File: config.mk
export PLATFORM = sky130hd
export DESIGN_NAME = apb_master_bridge
export DESIGN_NICKNAME = d
export VERILOG_FILES = /design/src/rtl/apb_master_bridge.sv
export SDC_FILE = /design/constraint.sdc
export NUM_CORES = 1
export LEC_CHECK = 0
export CORE_MARGIN = 3
export CORE_UTILIZATION = 43
export CTS_CLUSTER_SIZE = 16
export DETAILED_ROUTE_END_ITERATION = 16
export PLACE_DENSITY = 0.85
export SYNTH_ARGS = -nofsm -noshare
export SYNTH_HDL_FRONTEND = slang
export SYNTH_SLANG_ARGS = --single-unit
export TNS_END_PERCENT = 30
File: constraint.sdc
create_clock -name PCLK -period 3.4 [get_ports PCLK]
set_clock_uncertainty 0.15 [all_clocks]
set_input_delay 0.68 -clock PCLK [delete_from_list [all_inputs] [get_ports PCLK]]
set_output_delay 0.68 -clock PCLK [all_outputs]
set_load 0.02 [all_outputs]
File: src/rtl/apb_master_bridge.sv
// ============================================================================
// apb_master_bridge : valid/ready command -> APB SETUP/ACCESS requester
// Optional ACCESS timeout with APB_MASTER_TIMEOUT_EN.  Revision: 1.0
// ============================================================================
`default_nettype none

module apb_master_bridge #(
  parameter int ADDR_BUS_WIDTH = 32,
  parameter int DATA_BUS_WIDTH = 32,
  parameter int TIMEOUT_CYC    = 16
) (
  input  logic                      PCLK,
  input  logic                      PRESETn,
  input  logic                      cmd_valid,
  output logic                      cmd_ready,
  input  logic                      cmd_write,
  input  logic [ADDR_BUS_WIDTH-1:0] cmd_addr,
  input  logic [DATA_BUS_WIDTH-1:0] cmd_wdata,
  output logic                      rsp_valid,
  input  logic                      rsp_ready,
  output logic [DATA_BUS_WIDTH-1:0] rsp_rdata,
  output logic                      rsp_err,
  output logic                      PSEL,
  output logic                      PENABLE,
  output logic                      PWRITE,
  output logic [ADDR_BUS_WIDTH-1:0] PADDR,
  output logic [DATA_BUS_WIDTH-1:0] PWDATA,
  input  logic [DATA_BUS_WIDTH-1:0] PRDATA,
  input  logic                      PREADY,
  input  logic                      PSLVERR
);

  typedef enum logic [1:0] {
    S_IDLE   = 2'd0,
    S_SETUP  = 2'd1,
    S_ACCESS = 2'd2,
    S_RESP   = 2'd3
  } state_t;

  state_t                    r_state, w_state_nxt;
  logic                      r_cmd_ready, w_cmd_ready_nxt;
  logic                      r_rsp_valid, w_rsp_valid_nxt;
  logic [DATA_BUS_WIDTH-1:0] r_rsp_rdata, w_rsp_rdata_nxt;
  logic                      r_rsp_err, w_rsp_err_nxt;
  logic                      r_psel, w_psel_nxt;
  logic                      r_penable, w_penable_nxt;
  logic                      r_pwrite, w_pwrite_nxt;
  logic [ADDR_BUS_WIDTH-1:0] r_paddr, w_paddr_nxt;
  logic [DATA_BUS_WIDTH-1:0] r_pwdata, w_pwdata_nxt;
  logic                      w_timeout;

`ifdef APB_MASTER_TIMEOUT_EN
  localparam int CNT_W = (TIMEOUT_CYC > 1) ? $clog2(TIMEOUT_CYC) : 1;
  localparam logic [CNT_W-1:0] C_CNT_LAST = CNT_W'(TIMEOUT_CYC - 1);

  logic [CNT_W-1:0] r_cnt, w_cnt_nxt;

  // Counter is zero on entry to ACCESS and counts ACCESS cycles spent waiting.
  always_comb begin
    w_cnt_nxt = '0;
    if (r_state == S_ACCESS) begin
      w_cnt_nxt = r_cnt + CNT_W'(1);
    end
  end

  assign w_timeout = (r_state == S_ACCESS) && (r_cnt == C_CNT_LAST);

  always_ff @(posedge PCLK or negedge PRESETn) begin
    if (!PRESETn) begin
      r_cnt <= '0;
    end else begin
      r_cnt <= w_cnt_nxt;
    end
  end
`else
  logic w_unused_timeout_cyc;
  assign w_unused_timeout_cyc = (TIMEOUT_CYC != 0);
  assign w_timeout            = 1'b0;
`endif

  always_comb begin
    w_state_nxt     = r_state;
    w_cmd_ready_nxt = r_cmd_ready;
    w_rsp_valid_nxt = r_rsp_valid;
    w_rsp_rdata_nxt = r_rsp_rdata;
    w_rsp_err_nxt   = r_rsp_err;
    w_psel_nxt      = r_psel;
    w_penable_nxt   = r_penable;
    w_pwrite_nxt    = r_pwrite;
    w_paddr_nxt     = r_paddr;
    w_pwdata_nxt    = r_pwdata;

    case (r_state)
      S_IDLE: begin
        w_cmd_ready_nxt = 1'b1;
        if (r_cmd_ready && cmd_valid) begin
          w_cmd_ready_nxt = 1'b0;
          w_psel_nxt      = 1'b1;
          w_pwrite_nxt    = cmd_write;
          w_paddr_nxt     = cmd_addr;
          w_pwdata_nxt    = cmd_wdata;
          w_state_nxt     = S_SETUP;
        end
      end
      // PREADY/PSLVERR are deliberately not looked at during SETUP.
      S_SETUP: begin
        w_penable_nxt = 1'b1;
        w_state_nxt   = S_ACCESS;
      end
      S_ACCESS: begin
        if (PREADY) begin
          w_rsp_err_nxt   = PSLVERR;
          w_rsp_rdata_nxt = r_pwrite ? '0 : PRDATA;
          w_rsp_valid_nxt = 1'b1;
          w_psel_nxt      = 1'b0;
          w_penable_nxt   = 1'b0;
          w_state_nxt     = S_RESP;
        end else if (w_timeout) begin
          w_rsp_err_nxt   = 1'b1;
          w_rsp_rdata_nxt = '0;
          w_rsp_valid_nxt = 1'b1;
          w_psel_nxt      = 1'b0;
          w_penable_nxt   = 1'b0;
          w_state_nxt     = S_RESP;
        end
      end
      S_RESP: begin
        if (rsp_ready) begin
          w_rsp_valid_nxt = 1'b0;
          w_cmd_ready_nxt = 1'b1;
          w_state_nxt     = S_IDLE;
        end
      end
      default: begin
        w_state_nxt = S_IDLE;
      end
    endcase
  end

  always_ff @(posedge PCLK or negedge PRESETn) begin
    if (!PRESETn) begin
      r_state     <= S_IDLE;
      r_cmd_ready <= 1'b0;
      r_rsp_valid <= 1'b0;
      r_rsp_rdata <= '0;
      r_rsp_err   <= 1'b0;
      r_psel      <= 1'b0;
      r_penable   <= 1'b0;
      r_pwrite    <= 1'b0;
      r_paddr     <= '0;
      r_pwdata    <= '0;
    end else begin
      r_state     <= w_state_nxt;
      r_cmd_ready <= w_cmd_ready_nxt;
      r_rsp_valid <= w_rsp_valid_nxt;
      r_rsp_rdata <= w_rsp_rdata_nxt;
      r_rsp_err   <= w_rsp_err_nxt;
      r_psel      <= w_psel_nxt;
      r_penable   <= w_penable_nxt;
      r_pwrite    <= w_pwrite_nxt;
      r_paddr     <= w_paddr_nxt;
      r_pwdata    <= w_pwdata_nxt;
    end
  end

  assign cmd_ready = r_cmd_ready;
  assign rsp_valid = r_rsp_valid;
  assign rsp_rdata = r_rsp_rdata;
  assign rsp_err   = r_rsp_err;
  assign PSEL      = r_psel;
  assign PENABLE   = r_penable;
  assign PWRITE    = r_pwrite;
  assign PADDR     = r_paddr;
  assign PWDATA    = r_pwdata;

endmodule

`default_nettype wire

; After elaboration in Yosys (flattened, before gate mapping)
; Index checks and enable logic that the tools add are counted.
[word_totals]
register_bits = 104
in_bits = 103
output_inout_bits = 102
wordCells = 44
[op_classes]
eq_ne = 6
mux = 15
n_reduce_logical = 13
[ops]
columns = op, n
row1 = $mux W32, 1
row2 = $reduce_and A3 Y1, 3
row3 = $pmux W1 S2, 4
row4 = $pmux W2 S4, 1
row5 = $reduce_and A2 Y1, 4
row6 = $reduce_bool A2 Y1, 4
row7 = $mux W1, 6
row8 = $mux W2, 3
row9 = $ne A2 B2 Y1 const B, 3
row10 = $eq A2 B2 Y1 const B, 2
row11 = $eq A2 B1 Y1 const B, 1
row12 = $logic_not A2 Y1, 1
row13 = $logic_and A1 B1 Y1, 1

; Depth between registers and ports, before layout
[depth]
ltp_word = 3
depth_mapped = 7
depth_no_buf = 5

; Worst setup path before layout
; Ideal clock, no wire load.
[synth_timing]
path_kind = register -> register
start = register r_state[0]
end = register r_paddr[10] (netlist: PADDR[10])
setup_time_ns = 0.125
arrival_ns = 1.577
t_required_ns = 3.125
path_slack_ns = 1.548
stages_incl_launch_ff = 7
path_buffers = 2
period_less_slack_ns = 1.852
cell_sequence = dfrtp_1 inv_1 ha_1 nand3_1 buf_2 buf_2 mux2_2
[synth_via]
elab_chain_len = 2
[synth_lines]
columns = item, line_no
row1 = "start, declared", 40  ; state_t r_state, w_state_nxt;
row2 = "start signal, assigned", 153  ; r_state <= w_state_nxt;
row3 = $logic_not A2 Y1, 93  ; case (r_state)
row4 = $reduce_and A2 Y1 (no line), --
row5 = "end signal, assigned", 161  ; r_paddr <= w_paddr_nxt;
row6 = "end, declared", 48  ; logic [ADDR_BUS_WIDTH-1:0] r_paddr, w_paddr_nxt;
; Every way passes these cells.
; A chain may end at the register's enable or synchronous reset.

; Final worst setup path
[layout_timing]
start = register r_cmd_ready (netlist: cmd_ready)
end = output cmd_ready
[layout_rtl]
columns = item, line_no
row1 = "start, declared", 41  ; logic r_cmd_ready, w_cmd_ready_nxt;
row2 = "start signal, assigned", 154  ; r_cmd_ready <= w_cmd_ready_nxt;
row3 = "end, declared", 15  ; output logic cmd_ready,
; No word-level cell between the ends.

==> summary.md <==
| Metric | Value |
|---|---|
| Post-synth top area share | `0.630` |
| Measured slew at the worst slew-check pin | `0.659 ns` |
| Synthesized cell area | `4130 um2` |
| Syn-to-layout area delta | `57.5%` |
| Worst-path fanout max | `4` |
| Cts-stage hold buffer count | `0` |
| Clock transition at path regs | `0.11 ns` |
| Worst skew pair latency | `0.34 ns` |
| Hold WC Path Type | `in -> async` |
| WP buf/inv | `1` |
| Synth area leader | `dfrtp_1` |
| CP max-delay cell | `clkdlybuf4s50_1` |
| Initial DRC count | `101` |
| Vias in the first global route | `3272` |
| # Post-CTS Setup Buffers | `0` |
| Initial Util | `0.445` |
| Synth Area in Simple Gates | `0.0855` |
| Port bufs | `204` |
| Die height | `104 um` |
| Max incr delay on CP | `0.66 ns` |
| Status | `completed` |
| Worst setup margin | `1.12 ns` |
| Crit-path leading delay family | `buffers and inverters` |
| Flops & latches, synth | `104` |
| Drt drc | `0` |
| Combinational family with the most area after synthesis | `multiplexers` |
| Sequential element share of the synthesized area | `0.630` |
| Synth Area in XOR/XNOR | `0` |
| CTS Buffer Depth | `2` |
| Synth Area in Compound Gates | `0.0503` |
| Synth warn | `0` |
| Clock Sinks | `104` |
| # setup viols final | `0` |
| Period minus WS final | `2.28 ns` |
| Final Hold Fails | `0` |
| Post-CTS sizing | `0` |
| Via count | `3061` |
| Max_cap viols | `0` |
| Netlist cell types | `18` |
| Core Region | `9280 um2` |
| Routed wire length per instance | `15.8 um` |
| CP startpoint kind | `flop` |
| Congestion Overflow GR | `0` |
| CP endpoint kind | `primary output` |
| CTS tree | `yes` |
| Minimum hold slack | `0.183 ns` |
| Synth Area in Adders | `0.0212` |
| DPL Wire Length | `7.69 mm` |
| Clock Root Buffer | `clkbuf_8` |
| GRT Util Overall | `0.191` |
| Largest cells by area after synthesis | `dfrtp_1 63%, mux2_2 18%, nand2b_1 4.8%` |
| I/O pin total | `205` |
| Total CTS buffers | `9` |
| Die area | `10800 um2` |
| DRT Wirelength | `10.3 mm` |
| Setup TNS Final | `0 ns` |
| Die width | `104 um` |
| Final period util | `0.669` |
| Critical Path RT | `2.57 ns` |
| Crit Path Category | `reg -> out` |
| Initial antenna violation count | `0` |
| GPL Wtd Cong | `0.762` |
| Pwr Density | `945 nW/um2` |
| Post-Syn Instances | `314` |
| Pre-antenna DRT Iters | `4` |
| Ant diodes | `0` |
| First-pass GRT wire length | `16.6 mm` |
| Final #Nets | `626` |
| ANT nets after route | `0` |
| FP Rows | `35` |
| CP cell instances | `clkdlybuf4s50_1` |
| Largest net degree at the start of global routing | `59` |
| Layout cells sized above 1 | `0.169` |
| Rel. slew slack | `0.561` |
| H-tree depth | `3` |
| Post-Syn Area per Cell | `13.1 um2` |
| Maximum VDD drop | `0.461 mV` |
| Syn nets | `424` |
| Drt via density | `4.71` |
| Lkg Pwr | `2.77 nW` |
| Dpl ws | `0.932 ns` |
| Mux contribution to synthesized area | `0.190` |
| Max-slew violations | `0` |
| RSZ-0062 raised after global routing | `false` |
| Fmax | `0.439 GHz` |
| CP arrival | `1.45 ns` |
## report_power, final
group          internal [mW]  leakage (nW)  switching, mW  total (mW)
registers               1.85          1.25          0.318        2.16
logic                   1.71          1.43           1.56        3.27
clock network          0.279        0.0931          0.431       0.710
## Yosys cell counts
master	instances
clkbuf_1	9
o22a_1	1
nand2b_1	32
nor2_1	2
a32oi_1	1
a222oi_1	1
nand3_1	2
ha_1	7
inv_1	4
mux2i_1	3
mux2_1	1
buf_2	8
dfrtp_1	104
nand2_1	36
o21ai_0	35
a21oi_1	1
inv_2	1
mux2_2	66
## routing by layer
layer,vias to the layer above,wire length (um),GRT usage
met1,1465,4060,0.225
met5,-,0,0
met3,9,820,0.0559
met2,127,5310,0.340
li1,1460,-,-
met4,0,85,0.0494
## final cells by class
| class | count | area, um2 |
|---|---|---|
| multi-input combinational | 188 | 1450 |
| fill | 689 | 2780 |
| inverter | 5 | 18.8 |
| clock buffer | 10 | 128 |
| sequential | 104 | 2600 |
| timing repair buffer | 208 | 2090 |
| tap | 129 | 161 |
| clock inverter | 6 | 51.3 |
## flip-flops by register name, indices dropped and copies added (netlist names)
name       count
PADDR         32
PWDATA        32
rsp_rdata     32
r_state        2
PENABLE        1
PSEL           1
PWRITE         1
cmd_ready      1
rsp_err        1
rsp_valid      1
## path summary, 6_finish.rpt
path                       slack, ns            to    startpoint  cells after the start
max in group asynchronous       2.17      PADDR[1]       PRESETn                      2
max reg2reg                     1.33  rsp_rdata[3]    r_state[0]                      5
max                             1.12     cmd_ready     cmd_ready                      1
min                             0.18    PWDATA[19]       PRESETn                      1
min reg2reg                     0.34  rsp_rdata[4]  rsp_rdata[4]                      2
min in group PCLK               0.34  rsp_rdata[4]  rsp_rdata[4]                      2
## kinds of logic after synthesis
group	count (synthesis)
adder cells (fa/ha/maj)	7
buffers and inverters	22
multiplexers	70
AND/OR/NAND/NOR	72
flip-flops	104
AO/OA/AOI/OAI	39
## metrics by stage
stage	util	cell area (um2)	power (mW)	std cells
final	0.700	6500	6.14	650
after global routing	0.700	6500	6.50	650
after global placement	0.681	6320	5.38	634
after floorplan	-	4130	3.86	314
after CTS	0.700	6500	6.22	650
after detailed placement	0.681	6320	5.49	634
## cell usage in the layout, fill, tap and decap left out
master / n
clkbuf_8: 9
inv_6: 2
nand2b_1: 32
o22a_1: 1
nand3_4: 1
inv_8: 1
inv_1: 4
inv_2: 1
buf_4: 3
a222oi_1: 1
clkinv_2: 1
a21oi_1: 1
dfrtp_1: 104
clkdlybuf4s50_1: 203
clkbuf_1: 1
buf_12: 2
ha_1: 7
a32oi_1: 1
o21ai_0: 35
mux2_2: 66
nand3_1: 1
mux2i_1: 3
nand2_1: 36
mux2_1: 1
nor2_1: 2
clkinv_4: 2
Note: power is estimated with default switching activity, not from simulation.
==> variant 1 (same settings) <==
Set the parameter `DATA_BUS_WIDTH` to 16 (it was 32).
--- a/src/rtl/apb_master_bridge.sv
+++ b/src/rtl/apb_master_bridge.sv
@@ -6,7 +6,7 @@
 
 module apb_master_bridge #(
   parameter int ADDR_BUS_WIDTH = 32,
-  parameter int DATA_BUS_WIDTH = 32,
+  parameter int DATA_BUS_WIDTH = 16,
   parameter int TIMEOUT_CYC    = 16
 ) (
   input  logic                      PCLK,
Interface: changed (resized PRDATA, PWDATA, cmd_wdata and rsp_rdata); port bits go from 205 to 141. The function was not compared with the original's and may differ.
==> variant 1 against the unedited design <==
  * Area after synthesis down 30%
  * Total power is 26% lower
  * Worst setup slack got worse by 170 ps
  * Design area fell by 29%
  * Core utilization increased by 1.5 points
  * Sequential cell count fell by 32
  * Count of clock-buffer cells in the layout is the same
  * First-iteration DRC count decreased by 24%
  * Routed wire length is 33% lower
==> variant 1: results (changes against the unedited design) <==
| Metric | Value |
|---|---|
| Global-route wire length before repair | `11000 µm (-34%)` |
| NetSw | `1.61 mW (-30%)` |
| Compound-Gate Fraction of Synth Area | `0.0444 (-0.00589)` |
| Fin Hold WS | `281 ps (+98.2 ps)` |
| Adder-Cell Fraction of Synth Area | `0.0305 (+0.00927)` |
| Comb power frac | `0.500 (-0.032)` |
| Syn Nets | `288 (-32%)` |
| Lkg Pwr | `1.98 nW (-29%)` |
| Met3 usage in global routing | `0.0696 (+0.0137)` |
| Largest net degree at the start of global routing | `38 (-36%)` |
| Met1 Use GR | `0.211 (-0.0139)` |
| Fin worst setup slack | `959 ps (-165 ps)` |
| Worst VDD drop | `0.516 mV (+12%)` |
| R2R Path End | `PADDR[22]$_DFFE_PN0P_` |
| IO buf count | `140 (-31%)` |
| Status | `complete, no violations` |
| Crit path max fanout | `18 (+14)` |
| Initial DRC count | `77 (-24%)` |
| GP Congestion | `0.800 (+5.0%)` |
| Max FFs per register | `32` |
| Post-DP HPWL | `5160 µm (-33%)` |
| Vias per cell | `4.86 (+3.2%)` |
| Seq pwr share | `0.337 (-0.015)` |
| Routing usage on met2 | `0.325 (-0.0156)` |
| Synth top cells by count | `dfrtp_1, mux2_2, nand2_1, o21ai_0, nand2b_1` |
| Seq/Total Area, Yosys | `0.627 (-0.00332)` |
| Cells after DPL | `422 (-33%)` |
| Detail Route met2 WL | `3550 µm (-33%)` |
| Syn avg cell area | `13.7 µm² (+4.1%)` |
| Final Non-Filler Cells | `437 (-33%)` |
| Ranking of synthesized cells by area | `dfrtp_1, mux2_2, nand2b_1, o21ai_0, ha_1` |
| Layout cells sized above 1 | `0.200 (+0.0311)` |
| Slew of the pin with the lowest slew margin | `816 ps (+157 ps)` |
| Crit. Startpoint | `PWRITE$_DFFE_PN0P_` |
| Placed inst area | `4370 µm² (-31%)` |
| Met3 wire len | `555 µm (-32%)` |
| Global Route Usage Sum | `0.187 (-0.00409)` |
| Crit path largest cell delay | `690 ps (+30 ps)` |
| Wire length on met1 | `2730 µm (-33%)` |
| Post-synthesis mux area share | `0.210 (+0.0203)` |
| Overall Power | `4.52 mW (-26%)` |
| WL final | `6890 µm (-33%)` |
| CP endpoint | `PWRITE` |
| Setup repair bufs after CTS | `0 (unchanged)` |
| Vias in the first global route | `2383 (-27%)` |
| CP arrival | `1610 ps (+160 ps)` |
| Nets | `434 (-31%)` |
| Share of Yosys cell area claimed by the top area cell type | `0.627 (-0.00332)` |
| TritonCTS Buffers | `9 (unchanged)` |
| CTS clk-pin slew, worst paths | `80 ps (-30 ps)` |
| R2r setup slk | `1260 ps (-70 ps)` |
==> variant 1: changes by cell type after synthesis <==
cell	change
o21ai_0	-16
nand2_1	-16
mux2_2	-16
nand2b_1	-16
buf_2	-3
clkbuf_1	-5
dfrtp_1	-32
==> variant 1: layout make-up <==
cell class                 instances  area, µm²
fill                             460       1830
sequential                        72       1800
timing repair buffer             144       1440
multi-input combinational        124       1020
clock buffer                      10        138
tap                               77       96.3
clock inverter                     5       81.3
inverter                           5       18.8
==> variant 1: logic make-up (layout without fill, tap and decap cells) <==
| logic type | Yosys count | in the layout |
|---|---|---|
| flip-flops | 72 | 72 |
| multiplexers | 54 | 54 |
| AND/OR/NAND/NOR | 40 | 40 |
| AO/OA/AOI/OAI | 23 | 23 |
| buffers and inverters | 14 | 164 |
| adder cells (fa/ha/maj) | 7 | 7 |
==> variant 1: worst register-to-register path, stage by stage (launching register included) <==
cell and delay, ps:
dfrtp_1 420, inv_1 170, ha_1 270, nand3_2 360
buf_12 330, mux2_2 320
==> variant 2 (same settings) <==
Made on the original files. Re-encode `state_t` (4 states) as Gray code, 2 bits wide.
--- a/src/rtl/apb_master_bridge.sv
+++ b/src/rtl/apb_master_bridge.sv
@@ -31,10 +31,10 @@
 );
 
   typedef enum logic [1:0] {
-    S_IDLE   = 2'd0,
-    S_SETUP  = 2'd1,
-    S_ACCESS = 2'd2,
-    S_RESP   = 2'd3
+    S_IDLE   = 2'b00,
+    S_SETUP  = 2'b01,
+    S_ACCESS = 2'b11,
+    S_RESP   = 2'b10
   } state_t;
 
   state_t                    r_state, w_state_nxt;
Function: same outputs for any inputs over 4 cycles, from zero or initial values and one cycle with PRESETn low; so few cycles prove little.
==> variant 2 against the unedited design <==
  * Design area down 2.6%
  * Routed wire length is 4.0% lower
  * Total power shrank 1.9%
  * Non-clock buffer count unchanged
  * Area after synthesis shrank 2.1%
  * Hold slack gained 42 ps
  * Sequential cell count unchanged
  * Worst setup slack got worse by 530 ps
  * Sequential share of layout area up 1.1 points
  * Critical path type unchanged
  * Largest cell class unchanged
==> variant 2: results (changes against the unedited design) <==
| Metric | Value |
|---|---|
| Status | `complete, no violations` |
| Max_slew headroom | `0.466 (-0.0950)` |
| Lkg Pwr | `2.67 nW (-3.6%)` |
| Post-synthesis cell type count | `17 (-1)` |
| Largest delay share family, worst path | `flip-flops` |
| Initial DRC count | `77 (-24%)` |
| Syn Nets | `407 (-4.0%)` |
| Crit path max fanout | `34 (+30)` |
| Vias per cell | `4.89 (+3.8%)` |
| Routed Antenna Nets | `0 (unchanged)` |
| Crit path largest cell delay | `870 ps (+210 ps)` |
| CP arrival | `1970 ps (+520 ps)` |
| Met3 wire len | `947 µm (+15%)` |
| Global-route wire length before repair | `15300 µm (-8.3%)` |
| Cells after DPL | `602 (-5.0%)` |
| Layout cells sized above 1 | `0.0961 (-0.0728)` |
| Syn avg cell area | `13.3 µm² (+1.1%)` |
| Final Non-Filler Cells | `618 (-4.9%)` |
| Pre-CTS worst setup slack | `712 ps (-220 ps)` |
| Ranking of synthesized cells by area | `dfrtp_1, mux2_1, mux2_2, nand2b_1, o21ai_0` |
| GP Congestion | `0.725 (-4.8%)` |
| Vias in the first global route | `3110 (-5.0%)` |
| Wire length on met1 | `4020 µm (-1.1%)` |
| Detail Route met2 WL | `4790 µm (-9.8%)` |
| Placed inst area | `6150 µm² (-2.7%)` |
variant 2: worst paths after layout:
path | from | to | slack (ps) | depth (start not counted)
worst min-delay path | PRESETn | PADDR[17]$_DFFE_PN0P_ | 230 | 1
max in group asynchronous | PRESETn | PWDATA[25]$_DFFE_PN0P_ | 2130 | 2
min in group PCLK | rsp_rdata[16]$_DFFE_PN0P_ | rsp_rdata[16]$_DFFE_PN0P_ | 340 | 2
worst max-delay path | PWRITE$_DFFE_PN0P_ | PWRITE | 600 | 1
worst max register to register | r_state[1]$_DFFE_PN0P_ | rsp_rdata[31]$_DFFE_PN0P_ | 1430 | 4
worst min register to register | rsp_rdata[16]$_DFFE_PN0P_ | rsp_rdata[16]$_DFFE_PN0P_ | 340 | 2
variant 2: per-stage QoR:
stage | hold slack (ps) | utilization
2_1_floorplan | 234 | -
3_3_place_gp | 312 | 0.689
3_5_place_dp | 320 | 0.689
4_1_cts | 247 | 0.709
5_1_grt | 271 | 0.709
6_report | 225 | 0.709
variant 2: cell families (layout without fill, tap and decap cells):
kind of cell,count (synthesis),after routing,share of synthesized area
buffers and inverters,21,227,0.0306
DFF,104,104,0.644
AOI/OAI and AO/OA,41,41,0.0514
muxes,66,66,0.184
and+or+nand+nor,72,72,0.0901
variant 2: layout make-up:
| type | instances | share of cell area |
|---|---|---|
| well taps | 108 | 0.0213 |
| inverters | 3 | 0.00178 |
| clock inverters | 5 | 0.00613 |
| clock buffers | 11 | 0.0223 |
| flip-flops and latches | 104 | 0.411 |
| repair buffers | 208 | 0.329 |
| multi-input cells | 179 | 0.208 |
variant 2: where the power goes:
part           internal [mW]  switching, mW
Clock                  0.293          0.423
Combinational           1.60           1.47
Sequential              1.86          0.385
variant 2: routing by layer:
layer | vias up | GRT usage
li1 | 1419 | -
met1 | 1459 | 0.223
met2 | 131 | 0.314
met3 | 11 | 0.0609
met4 | 0 | 0.0548
met5 | - | 0
